`config.mk`:
```
export PLATFORM = sky130hd
export DESIGN_NAME = adat_frame_writer_flat
export DESIGN_NICKNAME = d
export VERILOG_FILES = /design/src/rtl/adat_frame_writer_if.sv /design/src/rtl/adat_frame_writer.sv /design/src/flat_wrapper.sv
export SDC_FILE = /design/constraint.sdc
export NUM_CORES = 1
export LEC_CHECK = 0
export ABC_AREA = 0
export BUFFER_PORTS_ARGS = -buffer_cell sky130_fd_sc_hd__buf_2
export CORE_ASPECT_RATIO = 0.6
export CORE_MARGIN = 3
export CORE_UTILIZATION = 30
export CTS_CLUSTER_DIAMETER = 30
export DETAILED_ROUTE_END_ITERATION = 7
export PLACE_DENSITY = 0.48
export SLEW_MARGIN = 20
export SYNTH_ARGS = -nofsm -noshare
export SYNTH_HDL_FRONTEND = slang
export SYNTH_SLANG_ARGS = --single-unit
```
`constraint.sdc`:
```
create_clock -name clk_i -period 1.95 [get_ports clk_i]
set_input_delay 0.0975 -clock clk_i [delete_from_list [all_inputs] [get_ports clk_i]]
set_output_delay 0.0975 -clock clk_i [all_outputs]
set_load 0.01 [all_outputs]
```
`src/rtl/adat_frame_writer_if.sv`:
```
// Bundles the ADAT bit-stream input, the channel-buffer write port and the
// frame status outputs of adat_frame_writer into one interface.
interface adat_frame_writer_if #(
  parameter int FRAME_BITS = 3
);
  // Decoded ADAT stream from the line receiver
  logic                    bit_i;
  logic                    bit_valid_i;
  logic                    frame_start_i;
  // Channel buffer write port
  logic                    write_data_o;
  logic [FRAME_BITS+7:0]   write_addr_o;
  logic                    wr_en_o;
  // Frame status towards the downstream reader
  logic [3:0]              user_bits_o;
  logic [FRAME_BITS-1:0]   frame_idx_o;
  logic                    frame_done_o;
  logic                    error_o;

  // Frame writer side
  modport master (
    input  bit_i, bit_valid_i, frame_start_i,
    output write_data_o, write_addr_o, wr_en_o,
    output user_bits_o, frame_idx_o, frame_done_o, error_o
  );

  // Environment side (receiver, buffer and reader)
  modport slave (
    output bit_i, bit_valid_i, frame_start_i,
    input  write_data_o, write_addr_o, wr_en_o,
    input  user_bits_o, frame_idx_o, frame_done_o, error_o
  );
endinterface

```
`src/rtl/adat_frame_writer.sv`:
```
// ADAT frame writer: strips separator bits from the decoded ADAT stream,
// writes the 8x24 audio bits of each frame into a circular bit buffer at
// {slot, channel, bit}, captures the user nibble and publishes the slot of
// the last complete frame. Malformed or truncated frames raise error_o.
module adat_frame_writer #(
  parameter int FRAME_BITS = 3
) (
  input  logic               clk_i,
  input  logic               rst_i,
  adat_frame_writer_if.master bus
);

  typedef enum logic [1:0] {
    IDLE = 2'd0,
    USER = 2'd1,
    DATA = 2'd2
  } state_t;

  state_t                  state;
  logic [1:0]              user_cnt;   // user bits received so far
  logic [3:0]              user_sh;    // user nibble being captured, MSB first
  logic [2:0]              nib_pos;    // 0 = separator, 1..4 = data bits
  logic [4:0]              bit_n;      // data bit within sample, 0 = MSB
  logic [2:0]              chan;       // channel being received
  logic [FRAME_BITS-1:0]   slot;       // buffer slot being written
  logic                    done_pend;  // final write issued, publish next cycle

  logic                    write_data_r;
  logic [FRAME_BITS+7:0]   write_addr_r;
  logic                    wr_en_r;
  logic [3:0]              user_bits_r;
  logic [FRAME_BITS-1:0]   frame_idx_r;
  logic                    frame_done_r;
  logic                    error_r;

  assign bus.write_data_o = write_data_r;
  assign bus.write_addr_o = write_addr_r;
  assign bus.wr_en_o      = wr_en_r;
  assign bus.user_bits_o  = user_bits_r;
  assign bus.frame_idx_o  = frame_idx_r;
  assign bus.frame_done_o = frame_done_r;
  assign bus.error_o      = error_r;

  // Frame parser FSM with registered buffer writes and status pulses
  always_ff @(posedge clk_i) begin
    if (rst_i) begin
      state        <= IDLE;
      user_cnt     <= 2'd0;
      user_sh      <= 4'd0;
      nib_pos      <= 3'd0;
      bit_n        <= 5'd0;
      chan         <= 3'd0;
      slot         <= {FRAME_BITS{1'b0}};
      done_pend    <= 1'b0;
      write_data_r <= 1'b0;
      write_addr_r <= {(FRAME_BITS+8){1'b0}};
      wr_en_r      <= 1'b0;
      user_bits_r  <= 4'd0;
      frame_idx_r  <= {FRAME_BITS{1'b1}};
      frame_done_r <= 1'b0;
      error_r      <= 1'b0;
    end else begin
      // Strobes are single-cycle unless re-asserted below
      wr_en_r      <= 1'b0;
      error_r      <= 1'b0;
      frame_done_r <= 1'b0;

      // Publish the completed frame one cycle after its final write
      if (done_pend) begin
        done_pend    <= 1'b0;
        frame_done_r <= 1'b1;
        frame_idx_r  <= slot;
        user_bits_r  <= user_sh;
        slot         <= slot + FRAME_BITS'(1);
      end

      if (bus.bit_valid_i) begin
        if (bus.frame_start_i) begin
          // A sync while a frame is in flight aborts it; the new frame
          // restarts in the same slot because slot only moves on completion.
          if (state != IDLE) begin
            error_r <= 1'b1;
          end
          state    <= USER;
          user_cnt <= 2'd0;
          nib_pos  <= 3'd0;
          bit_n    <= 5'd0;
          chan     <= 3'd0;
        end else begin
          case (state)
            IDLE: begin
              state <= IDLE;
            end
            USER: begin
              user_sh  <= {user_sh[2:0], bus.bit_i};
              user_cnt <= user_cnt + 2'd1;
              if (user_cnt == 2'd3) begin
                state   <= DATA;
                nib_pos <= 3'd0;
              end
            end
            DATA: begin
              if (nib_pos == 3'd0) begin
                // Separator must be '1'; a '0' means we lost framing
                if (!bus.bit_i) begin
                  error_r <= 1'b1;
                  state   <= IDLE;
                end else begin
                  nib_pos <= 3'd1;
                end
              end else begin
                wr_en_r      <= 1'b1;
                write_data_r <= bus.bit_i;
                write_addr_r <= {slot, chan, 5'd23 - bit_n};
                nib_pos      <= (nib_pos == 3'd4) ? 3'd0 : nib_pos + 3'd1;
                if (bit_n == 5'd23) begin
                  bit_n <= 5'd0;
                  if (chan == 3'd7) begin
                    chan      <= 3'd0;
                    state     <= IDLE;
                    done_pend <= 1'b1;
                  end else begin
                    chan <= chan + 3'd1;
                  end
                end else begin
                  bit_n <= bit_n + 5'd1;
                end
              end
            end
            default: begin
              state <= IDLE;
            end
          endcase
        end
      end
    end
  end

endmodule
```
`src/flat_wrapper.sv`:
```
// flat-port wrapper written by rule: the top's interface ports become plain ports
module adat_frame_writer_flat 
#(
  parameter int FRAME_BITS = 3
)
  (clk_i, rst_i, bus_bit_i, bus_bit_valid_i, bus_frame_start_i, bus_write_data_o, bus_write_addr_o, bus_wr_en_o, bus_user_bits_o, bus_frame_idx_o, bus_frame_done_o, bus_error_o);
  adat_frame_writer_if #(.FRAME_BITS(FRAME_BITS)) bus_i ();
  input  logic clk_i;
  input  logic rst_i;
  input wire logic [$bits(bus_i.bit_i)-1:0] bus_bit_i;
  input wire logic [$bits(bus_i.bit_valid_i)-1:0] bus_bit_valid_i;
  input wire logic [$bits(bus_i.frame_start_i)-1:0] bus_frame_start_i;
  output wire logic [$bits(bus_i.write_data_o)-1:0] bus_write_data_o;
  output wire logic [$bits(bus_i.write_addr_o)-1:0] bus_write_addr_o;
  output wire logic [$bits(bus_i.wr_en_o)-1:0] bus_wr_en_o;
  output wire logic [$bits(bus_i.user_bits_o)-1:0] bus_user_bits_o;
  output wire logic [$bits(bus_i.frame_idx_o)-1:0] bus_frame_idx_o;
  output wire logic [$bits(bus_i.frame_done_o)-1:0] bus_frame_done_o;
  output wire logic [$bits(bus_i.error_o)-1:0] bus_error_o;
  assign bus_i.bit_i = bus_bit_i;
  assign bus_i.bit_valid_i = bus_bit_valid_i;
  assign bus_i.frame_start_i = bus_frame_start_i;
  assign bus_write_data_o = bus_i.write_data_o;
  assign bus_write_addr_o = bus_i.write_addr_o;
  assign bus_wr_en_o = bus_i.wr_en_o;
  assign bus_user_bits_o = bus_i.user_bits_o;
  assign bus_frame_idx_o = bus_i.frame_idx_o;
  assign bus_frame_done_o = bus_i.frame_done_o;
  assign bus_error_o = bus_i.error_o;
  adat_frame_writer #(.FRAME_BITS(FRAME_BITS)) u_core (.clk_i(clk_i), .rst_i(rst_i), .bus(bus_i));
endmodule
```
==> results of run 1 <==
-- synthesized netlist by cell type, drive strengths merged, types with 2 or more instances --
master  instances
a211o           3
a21oi          15
a31o            2
and2            2
buf             4
clkbuf          9
dfxtp          45
ha              8
inv             4
mux2i          19
nand2           7
nand2b          4
nand3           5
nand4           5
nand4b          3
nor2           29
nor2b           9
nor3            5
o21ai           3
o22ai           2
o31ai           5
or2             3
or3b            2
-- power groups by stage --
stage | registers [W] | clock network [W] | logic [W]
4_1_cts | 0.000931 | 0.000715 | 0.0000875
2_1_floorplan | 0.000948 | 0 | 0.0000651
3_5_place_dp | 0.000952 | 0 | 0.0000868
5_1_grt | 0.000932 | 0.000749 | 0.0000959
6_report | 0.000931 | 0.000696 | 0.0000866
3_3_place_gp | 0.000952 | 0 | 0.0000873
-- layer usage --
| metal | vias up | routed length, um | GRT usage [%] |
|---|---|---|---|
| met5 | - | 0 | 0 |
| met4 | 0 | 31 | 2.83 |
| met3 | 5 | 188 | 3.57 |
| met2 | 23 | 1660 | 14.7 |
| met1 | 741 | 2420 | 16.9 |
| li1 | 805 | - | - |
-- critical path: stages (launching register included) --
cell and delay, ns:
dfxtp_1 0.32, inv_1 0.15, ha_4 0.18, or3b_1 0.39, a311o_1 0.43, nand4b_1 0.15
o22ai_2 0.08
-- registers in the layout, summed over array words and instances, names as in the netlist, 2 cells and up --
name	flops
u_core.user_sh	4
u_core.nib_pos	3
u_core.bit_n	5
u_core.bus.write_addr_o	11
u_core.user_cnt	2
u_core.slot	3
u_core.chan	3
u_core.state	2
u_core.bus.frame_idx_o	3
u_core.bus.user_bits_o	4
-- worst paths after layout --
path                                           start                                 endpoint  cells after the start
max                   u_core.nib_pos[0]$_SDFFE_PP0P_           u_core.nib_pos[2]$_SDFFE_PP0P_                      6
min                                        bus_bit_i     u_core.bus.write_data_o$_SDFFE_PP0P_                      3
max reg2reg           u_core.nib_pos[0]$_SDFFE_PP0P_           u_core.nib_pos[2]$_SDFFE_PP0P_                      6
min reg2reg  u_core.bus.write_addr_o[0]$_SDFFE_PP0P_  u_core.bus.write_addr_o[0]$_SDFFE_PP0P_                      2
-- repair_timing --
action | CTS | global route
setup endpoints to repair | 0 | 6
resized for setup | 0 | 2
hold buffers | 0 | 0
buffers inserted | 0 | 0
-- area by class of cell --
class / instances / area, um2 / share of cell area (%)
Multi-Input combinational cell: 151 / 1060 / 45.1
Sequential cell: 45 / 901 / 38.2
Timing Repair Buffer: 31 / 168 / 7.12
Tap cell: 84 / 105 / 4.46
Clock buffer: 5 / 68.8 / 2.92
Clock inverter: 2 / 35.0 / 1.49
Inverter: 4 / 15.0 / 0.637
-- layout by cell type, fill, tap and decap left out, drive strengths merged, types with 4 or more instances in the layout --
cell type / n
inv: 4
nor2: 29
nor2b: 9
nand3: 5
nor3: 5
a21oi: 15
o31ai: 5
nand4: 5
clkbuf: 5
dfxtp: 45
nand2b: 4
nand2: 7
ha: 8
mux2i: 19
buf: 31
-- through the flow --
stage	utilization (%)	instance area (um2)	total power [W]	cells	hold WS, ns
final	37.4	2360	0.00171	322	0.0755
after global routing	37.4	2360	0.00178	322	0.0886
after CTS	37.2	2340	0.00173	322	0.0771
after detailed placement	35.5	2240	0.00104	315	0.391
after global placement	35.5	2240	0.00104	315	0.395
after floorplan	-	2020	0.00101	213	0.241
-- cells by family after synthesis --
logic type,share of synthesized area [%]
and+or+nand+nor,22.6
adders and majority gates,4.96
xor gates and xnor gates,0.868
buffers and inverters,3.29
DFF,44.6
AOI/OAI and AO/OA,13.6
muxes,9.98
==> flow_summary.yaml, run 1 <==
sta:
  finalCriticalPeriod_ns: 1.82
  fin_setup_tns_ns: 0
  fmaxAchievable_mhz: 551
  fin_skew_ns: 0.00757
  drv_slew: 0
  setup_viol: 0
  relSlewSlack_pct: 58.2
  fin_crit_sh_pct: 93.1
  tightestPinTransition_ns: 0.626
  worst_slack_ns: 0.134
  finalHoldViolCount: 0
  rsz0062_at_grt: "false"
critical_path:
  end_kind: "flop"
  worstPathRequired_ns: 2.12
  crit_type: "reg2reg"
  critPathLaunchType: "flop"
  rrSetupSlack_ns: 0.13
  cp_data_arrival_time_ns: 1.99
  cp_max_fo: 6
logic_synthesis:
  synthTopCellsByArea: "dfxtp_1 45%, mux2i_1 9.4%, nor2_1 5.4%, ha_1 5.0%, a21oi_1 3.5%"
  synth_edf_count: 0
  synthArstFlopShare_pct: 0
  ys.flop_type: "dfxtp_1"
  netlist_area_mm2: 0.00202
  syn_nets: 226
  synth_cell_types: 50
  synth_top_cell_by_area: "dfxtp_1"
  synth-seq-cells: 45
  ys_seq_area_share_pct: 44.6
  synth_cells: 213
  yosys_warnings: 0
  syn_avg_cell_area_um2: 9.48
  yosysTopAreaCellShare_pct: 44.6
floorplanning:
  die_x_um: 112
  initial_core_util_pct: 32.0
  rows: 22
  dieArea_mm2: 0.00778
  coreArea_mm2: 0.00630
  die_h_um: 69.5
  ios: 27
cells_and_area:
  insertedDiodeCount: 0
  final_nets: 251
  area_growth_pct: 16.7
  layout-drive-gt1-share_pct: 22.3
  nFillCells: 670
grt:
  overflow: 0
  grt_pass1_wl_mm: 7.07
  first_global_vias: 1424
  antenna_found_initial: 0
  grt_max_degree: 27
  groute.usage.overall_pct: 11.1
power:
  ir_worst_vdd_uv: 319
  clkPwrFrac_pct: 40.6
  power.internal_w: 0.00133
  power_per_cell_area_mw_per_mm2: 727
  leakagePower_nw: 1.01
  pwr-share-seq_pct: 54.3
  combPwrFrac_pct: 5.1
  swShare_pct: 22.6
  p_sw_w: 0.000387
routing:
  num_vias: 1574
  drt_iter0_drc: 37
  dr.pass1.iters: 4
  ant_nets: 0
  drc: 0
  detail_route.wl_per_cell_um: 13.4
  drt-total-wl_mm: 4.31
  vias_per_cell: 4.89
clock_network:
  cts_root_buf: "clkbuf_8"
  cts_inserted_buffers: 5
  clk_latency_ns: 0.30
  clock_sinks: 45
  clk_pin_slew_ns: 0.09
  cts_tree: "yes"
  htreeDepth: 2
  ctsLongestPathBuffers: 2
place:
  dp_hpwl_mm: 3.02
  place_congestion: 0.756
  place.port_buffers: 26
  dpl_worst_slack_ns: 0.0570
min_path:
  hold_path_class: "in2reg"
run_status:
  status: "finished, final reports clean"
run:
  maxCapViolations: 0
Power figures use the tool's default switching activity.
==> run 2: changes to the inputs <==
--- a/config.mk
+++ b/config.mk
@@ -7,7 +7,6 @@
 export LEC_CHECK = 0
 export ABC_AREA = 0
 export BUFFER_PORTS_ARGS = -buffer_cell sky130_fd_sc_hd__buf_2
-export CORE_ASPECT_RATIO = 0.6
 export CORE_MARGIN = 3
 export CORE_UTILIZATION = 30
 export CTS_CLUSTER_DIAMETER = 30
==> run 2 against run 1 <==
Net effect:
- via count is 0.64% higher
- combinational power is 3.6% higher
- register-to-register slack worse by 0.02 ns
- critical endpoint unchanged
- power is 3.4% lower
- critical path type unchanged
- largest power group unchanged
- clock skew is 0.0014 ns lower
- fmax is 0.98% lower
==> flow_summary.yaml, run 2 (synthesized netlist as in run 1, its figures left out) <==
cells_and_area:
  nFillCells: 649
  final_cell_mix: "45 x dfxtp_1, 29 x nor2_1, 26 x buf_2"
  fin_cells: 319
  largest_reg_flops: 11
  layout_commonest_cell: "dfxtp_1"
  area_growth_pct: 16.9
  insertedDiodeCount: 0
  layout-drive-gt1-share_pct: 24.4
  final_nets: 254
critical_path:
  worstPathRequired_ns: 2.15
  crit_type: "reg2reg"
  cp_max_fo: 6
  critPathLaunchType: "flop"
  rrSetupSlack_ns: 0.12
  end_kind: "flop"
  cp_data_arrival_time_ns: 2.03
floorplanning:
  die_h_um: 88.0
  die_x_um: 88.0
  rows: 29
  initial_core_util_pct: 31.4
  dieArea_mm2: 0.00775
  ios: 27
  coreArea_mm2: 0.00642
sta:
  finalCriticalPeriod_ns: 1.83
  fin_setup_tns_ns: 0
  drv_slew: 0
  worst_hold_slack_ns: 0.0957
  rsz0062_at_grt: "false"
  tightestPinTransition_ns: 0.610
  fin_crit_sh_pct: 94.0
  fin_skew_ns: 0.00618
  relSlewSlack_pct: 59.3
  finalHoldViolCount: 0
  setup_viol: 0
  fmaxAchievable_mhz: 545
clock_network:
  ctsHoldBuffers: 0
  clk_latency_ns: 0.30
  cts_root_buf: "clkbuf_8"
  clock_sinks: 45
  htreeDepth: 2
  clk_pin_slew_ns: 0.10
  cts_inserted_buffers: 5
  ctsLongestPathBuffers: 2
  cts_tree: "yes"
power:
  power_per_cell_area_mw_per_mm2: 702
  leakagePower_nw: 1.02
  ir_worst_vdd_uv: 236
  p_total_w: 0.00165
grt:
  first_global_vias: 1535
  grt_max_degree: 37
  groute.usage.overall_pct: 11.8
  antenna_found_initial: 0
  overflow: 0
  grt_pass1_wl_mm: 7.23
routing:
  drt-total-wl_mm: 4.07
  num_vias: 1584
  drt_iter0_drc: 82
  drc: 0
  vias_per_cell: 4.97
  dr.pass1.iters: 4
  ant_nets: 0
  detail_route.wl_per_cell_um: 12.8
min_path:
  hold_path_class: "in2reg"
place:
  dp_hpwl_mm: 2.81
  placed_cells: 311
  place.port_buffers: 26
  place_congestion: 0.772
run:
  maxCapViolations: 0
run_status:
  status: "finished, final reports clean"
## run 2: final timing paths
| kind | start | end | cells past startpoint |
|---|---|---|---|
| max reg2reg | u_core.nib_pos[0]$_SDFFE_PP0P_ | u_core.nib_pos[2]$_SDFFE_PP0P_ | 6 |
| min reg2reg | u_core.bus.write_addr_o[1]$_SDFFE_PP0P_ | u_core.bus.write_addr_o[1]$_SDFFE_PP0P_ | 2 |
| max | u_core.nib_pos[0]$_SDFFE_PP0P_ | u_core.nib_pos[2]$_SDFFE_PP0P_ | 6 |
| min | bus_bit_i | u_core.user_sh[0]$_SDFFE_PP0P_ | 3 |
## run 2: per-stage QoR
stage / setup WS [ns] / utilization, % / instance area [um2]
finish: 0.116 / 36.7 / 2360
global placement: 0.116 / 35.1 / 2250
CTS: 0.0775 / 36.6 / 2350
floorplan: 0.210 / - / 2020
global route: 0.0217 / 36.7 / 2360
detailed placement: 0.102 / 35.1 / 2250
## run 2: final cells by class
cell class / count / area (um2) / area share (%)
multi-input combinational: 151 / 1060 / 44.9
sequential: 45 / 901 / 38.2
timing repair buffer: 34 / 190 / 8.06
tap: 77 / 96.3 / 4.08
clock buffer: 5 / 68.8 / 2.92
clock inverter: 3 / 28.8 / 1.22
inverter: 4 / 15.0 / 0.637
## run 2: what timing repair did
action | 4_1_cts | 5_1_grt
setup buffers | 0 | 0
resized for setup | 0 | 3
endpoints found under the setup margin | 0 | 4
## run 2: power by group
part | total (W) | internal (W) | switching [W] | leakage [nW]
clock | 0.000635 | 0.000271 | 0.000364 | 0.0511
sequential | 0.000930 | 0.000924 | 0.00000601 | 0.363
combinational | 0.0000897 | 0.0000325 | 0.0000572 | 0.608
## run 2: routing by layer
| layer | vias up | share of wire (%) | wire, um | GRT usage [%] |
|---|---|---|---|---|
| li1 | 812 | - | - | - |
| met1 | 736 | 48 | 1970 | 15.6 |
| met2 | 31 | 46 | 1880 | 18.7 |
| met3 | 5 | 4.1 | 168 | 3.01 |
| met4 | 0 | 1.4 | 59 | 4.12 |
| met5 | - | 0 | 0 | 0 |
## run 2: critical path: stages, from the launching register on
cell and delay [ns]:
dfxtp_1 0.33, inv_1 0.10, ha_2 0.22, or3b_1 0.39, a311o_2 0.47, nand4b_1 0.14, o22ai_2 0.07
==> run 3: changes to the inputs <==
--- a/config.mk
+++ b/config.mk
@@ -6,12 +6,12 @@
 export NUM_CORES = 1
 export LEC_CHECK = 0
 export ABC_AREA = 0
-export BUFFER_PORTS_ARGS = -buffer_cell sky130_fd_sc_hd__buf_2
+export BUFFER_PORTS_ARGS = -buffer_cell sky130_fd_sc_hd__clkbuf_2
 export CORE_MARGIN = 3
 export CORE_UTILIZATION = 30
 export CTS_CLUSTER_DIAMETER = 30
 export DETAILED_ROUTE_END_ITERATION = 7
-export PLACE_DENSITY = 0.48
+export PLACE_DENSITY = 0.44
 export SLEW_MARGIN = 20
 export SYNTH_ARGS = -nofsm -noshare
 export SYNTH_HDL_FRONTEND = slang
==> run 3 against run 2 <==
Net effect:
- utilization up 0.27 points
- die area is the same
- critical endpoint is now u_core.state[1]$_SDFFE_PP0P_
- sequential cell count is the same
- clock power rose by 7.7%
- fmax grew 0.64%
==> flow_summary.yaml, run 3 (synthesized netlist as in run 1, its figures left out) <==
power:
  leakagePower_nw: 1.01
  p_total_w: 0.00171
  power_per_cell_area_mw_per_mm2: 719
  ir_worst_vdd_uv: 344
floorplanning:
  die_x_um: 88.0
  ios: 27
  die_h_um: 88.0
  initial_core_util_pct: 31.4
  coreArea_mm2: 0.00642
  rows: 29
  dieArea_mm2: 0.00775
cells_and_area:
  final_nets: 254
  area_growth_pct: 17.7
  multi_input_area_mm2: 0.00106
  final_cell_mix: "45 x dfxtp_1, 29 x nor2_1, 26 x clkbuf_2"
  nFillCells: 661
  seqCellArea_um2: 901
  finalInstanceArea_mm2: 0.00238
  fin_cells: 318
  insertedDiodeCount: 0
  layout_commonest_cell: "dfxtp_1"
  layout-drive-gt1-share_pct: 23.7
  largest_reg_flops: 11
place:
  dp_hpwl_mm: 2.96
  place_congestion: 0.768
  placed_area_mm2: 0.00227
  placed_cells: 311
  dpl_worst_slack_ns: 0.0999
  place.port_buffers: 26
clock_network:
  cts_root_buf: "clkbuf_8"
  cts_inserted_buffers: 5
  ctsLongestPathBuffers: 2
  htreeDepth: 2
  clock_sinks: 45
  cts_setup_buffers: 0
  clk_pin_slew_ns: 0.08
  cts_tree: "yes"
  clk_latency_ns: 0.29
sta:
  setup_viol: 0
  finalHoldViolCount: 0
  finalCriticalPeriod_ns: 1.82
  fin_crit_sh_pct: 93.4
  relSlewSlack_pct: 58.7
  tightestPinTransition_ns: 0.618
  worst_hold_slack_ns: 0.106
  fin_skew_ns: 0.00437
  drv_slew: 0
  fmaxAchievable_mhz: 549
  worst_slack_ns: 0.128
run_status:
  status: "finished, final reports clean"
routing:
  detail_route.wl_per_cell_um: 13.3
  drc: 0
  drt_iter0_drc: 81
  ant_nets: 0
  dr.pass1.iters: 4
  vias_per_cell: 4.86
  num_vias: 1546
  drt-total-wl_mm: 4.22
grt:
  grt_pass1_wl_mm: 7.18
  first_global_vias: 1501
  overflow: 0
  grt_max_degree: 26
  groute.usage.overall_pct: 11.6
  antenna_found_initial: 0
run:
  maxCapViolations: 0
critical_path:
  cp.buffers_inverters: 1
  worstPathRequired_ns: 2.14
  cp_slowest_cell: "or3b_1"
  crit_type: "reg2reg"
  max_stage_delay_ns: 0.40
  cp_cell_sequence: "inv_1 > ha_2 > or3b_1 > o211ai_1 > o311a_1 > mux2_2"
  cp_data_arrival_time_ns: 2.01
  cp_top_family: "simple AND/OR/NAND/NOR gates"
  critPathLaunchType: "flop"
  end_kind: "flop"
  cp_max_fo: 6
min_path:
  hold_path_class: "in2reg"
-- run 3: repair_timing --
item / CTS / global route
setup endpoints to repair: 0 / 10
resized for setup: 0 / 2
endpoints found under the hold margin: 0 / 0
hold buffers: 0 / 0
-- run 3: metal layers --
layer,track usage [%],vias up,share of wire (%)
li1,-,807,-
met1,15.7,713,51
met2,18.5,24,46
met3,3.10,2,2.7
met4,2.88,0,0.81
met5,0,-,0
-- run 3: path summary, 6_finish.rpt --
check | start | to | slack (ns) | depth (start not counted)
worst max register to register | u_core.nib_pos[0]$_SDFFE_PP0P_ | u_core.state[1]$_SDFFE_PP0P_ | 0.13 | 6
worst min register to register | u_core.bus.write_addr_o[0]$_SDFFE_PP0P_ | u_core.bus.write_addr_o[0]$_SDFFE_PP0P_ | 0.46 | 2
worst max-delay path | u_core.nib_pos[0]$_SDFFE_PP0P_ | u_core.state[1]$_SDFFE_PP0P_ | 0.13 | 6
worst min-delay path | bus_bit_i | u_core.bus.write_data_o$_SDFFE_PP0P_ | 0.11 | 3
-- run 3: worst min-delay path, stage by stage --
cell and delay [ns]:
clkbuf_2 0.12, mux2i_1 0.07, nor2_1 0.07
-- run 3: cell type report --
cell class                 instances  area share (%)
multi-input combinational        151            44.5
clock inverter                     2            1.47
inverter                           4           0.632
clock buffer                       5            2.90
sequential                        45            37.9
timing repair buffer              34            8.53
tap                               77            4.05
-- run 3: per-stage QoR --
step	setup TNS, ns	utilization [%]
after floorplan	0	-
after global routing	-0.0000631	37.0
after global placement	0	35.3
final	0	37.0
after detailed placement	0	35.3
after CTS	0	36.9
-- run 3: power breakdown --
group | switching [W] | internal (W) | leakage (nW)
clock network | 0.000311 | 0.000373 | 0.0540
logic | 0.0000582 | 0.0000365 | 0.598
registers | 0.00000665 | 0.000923 | 0.363
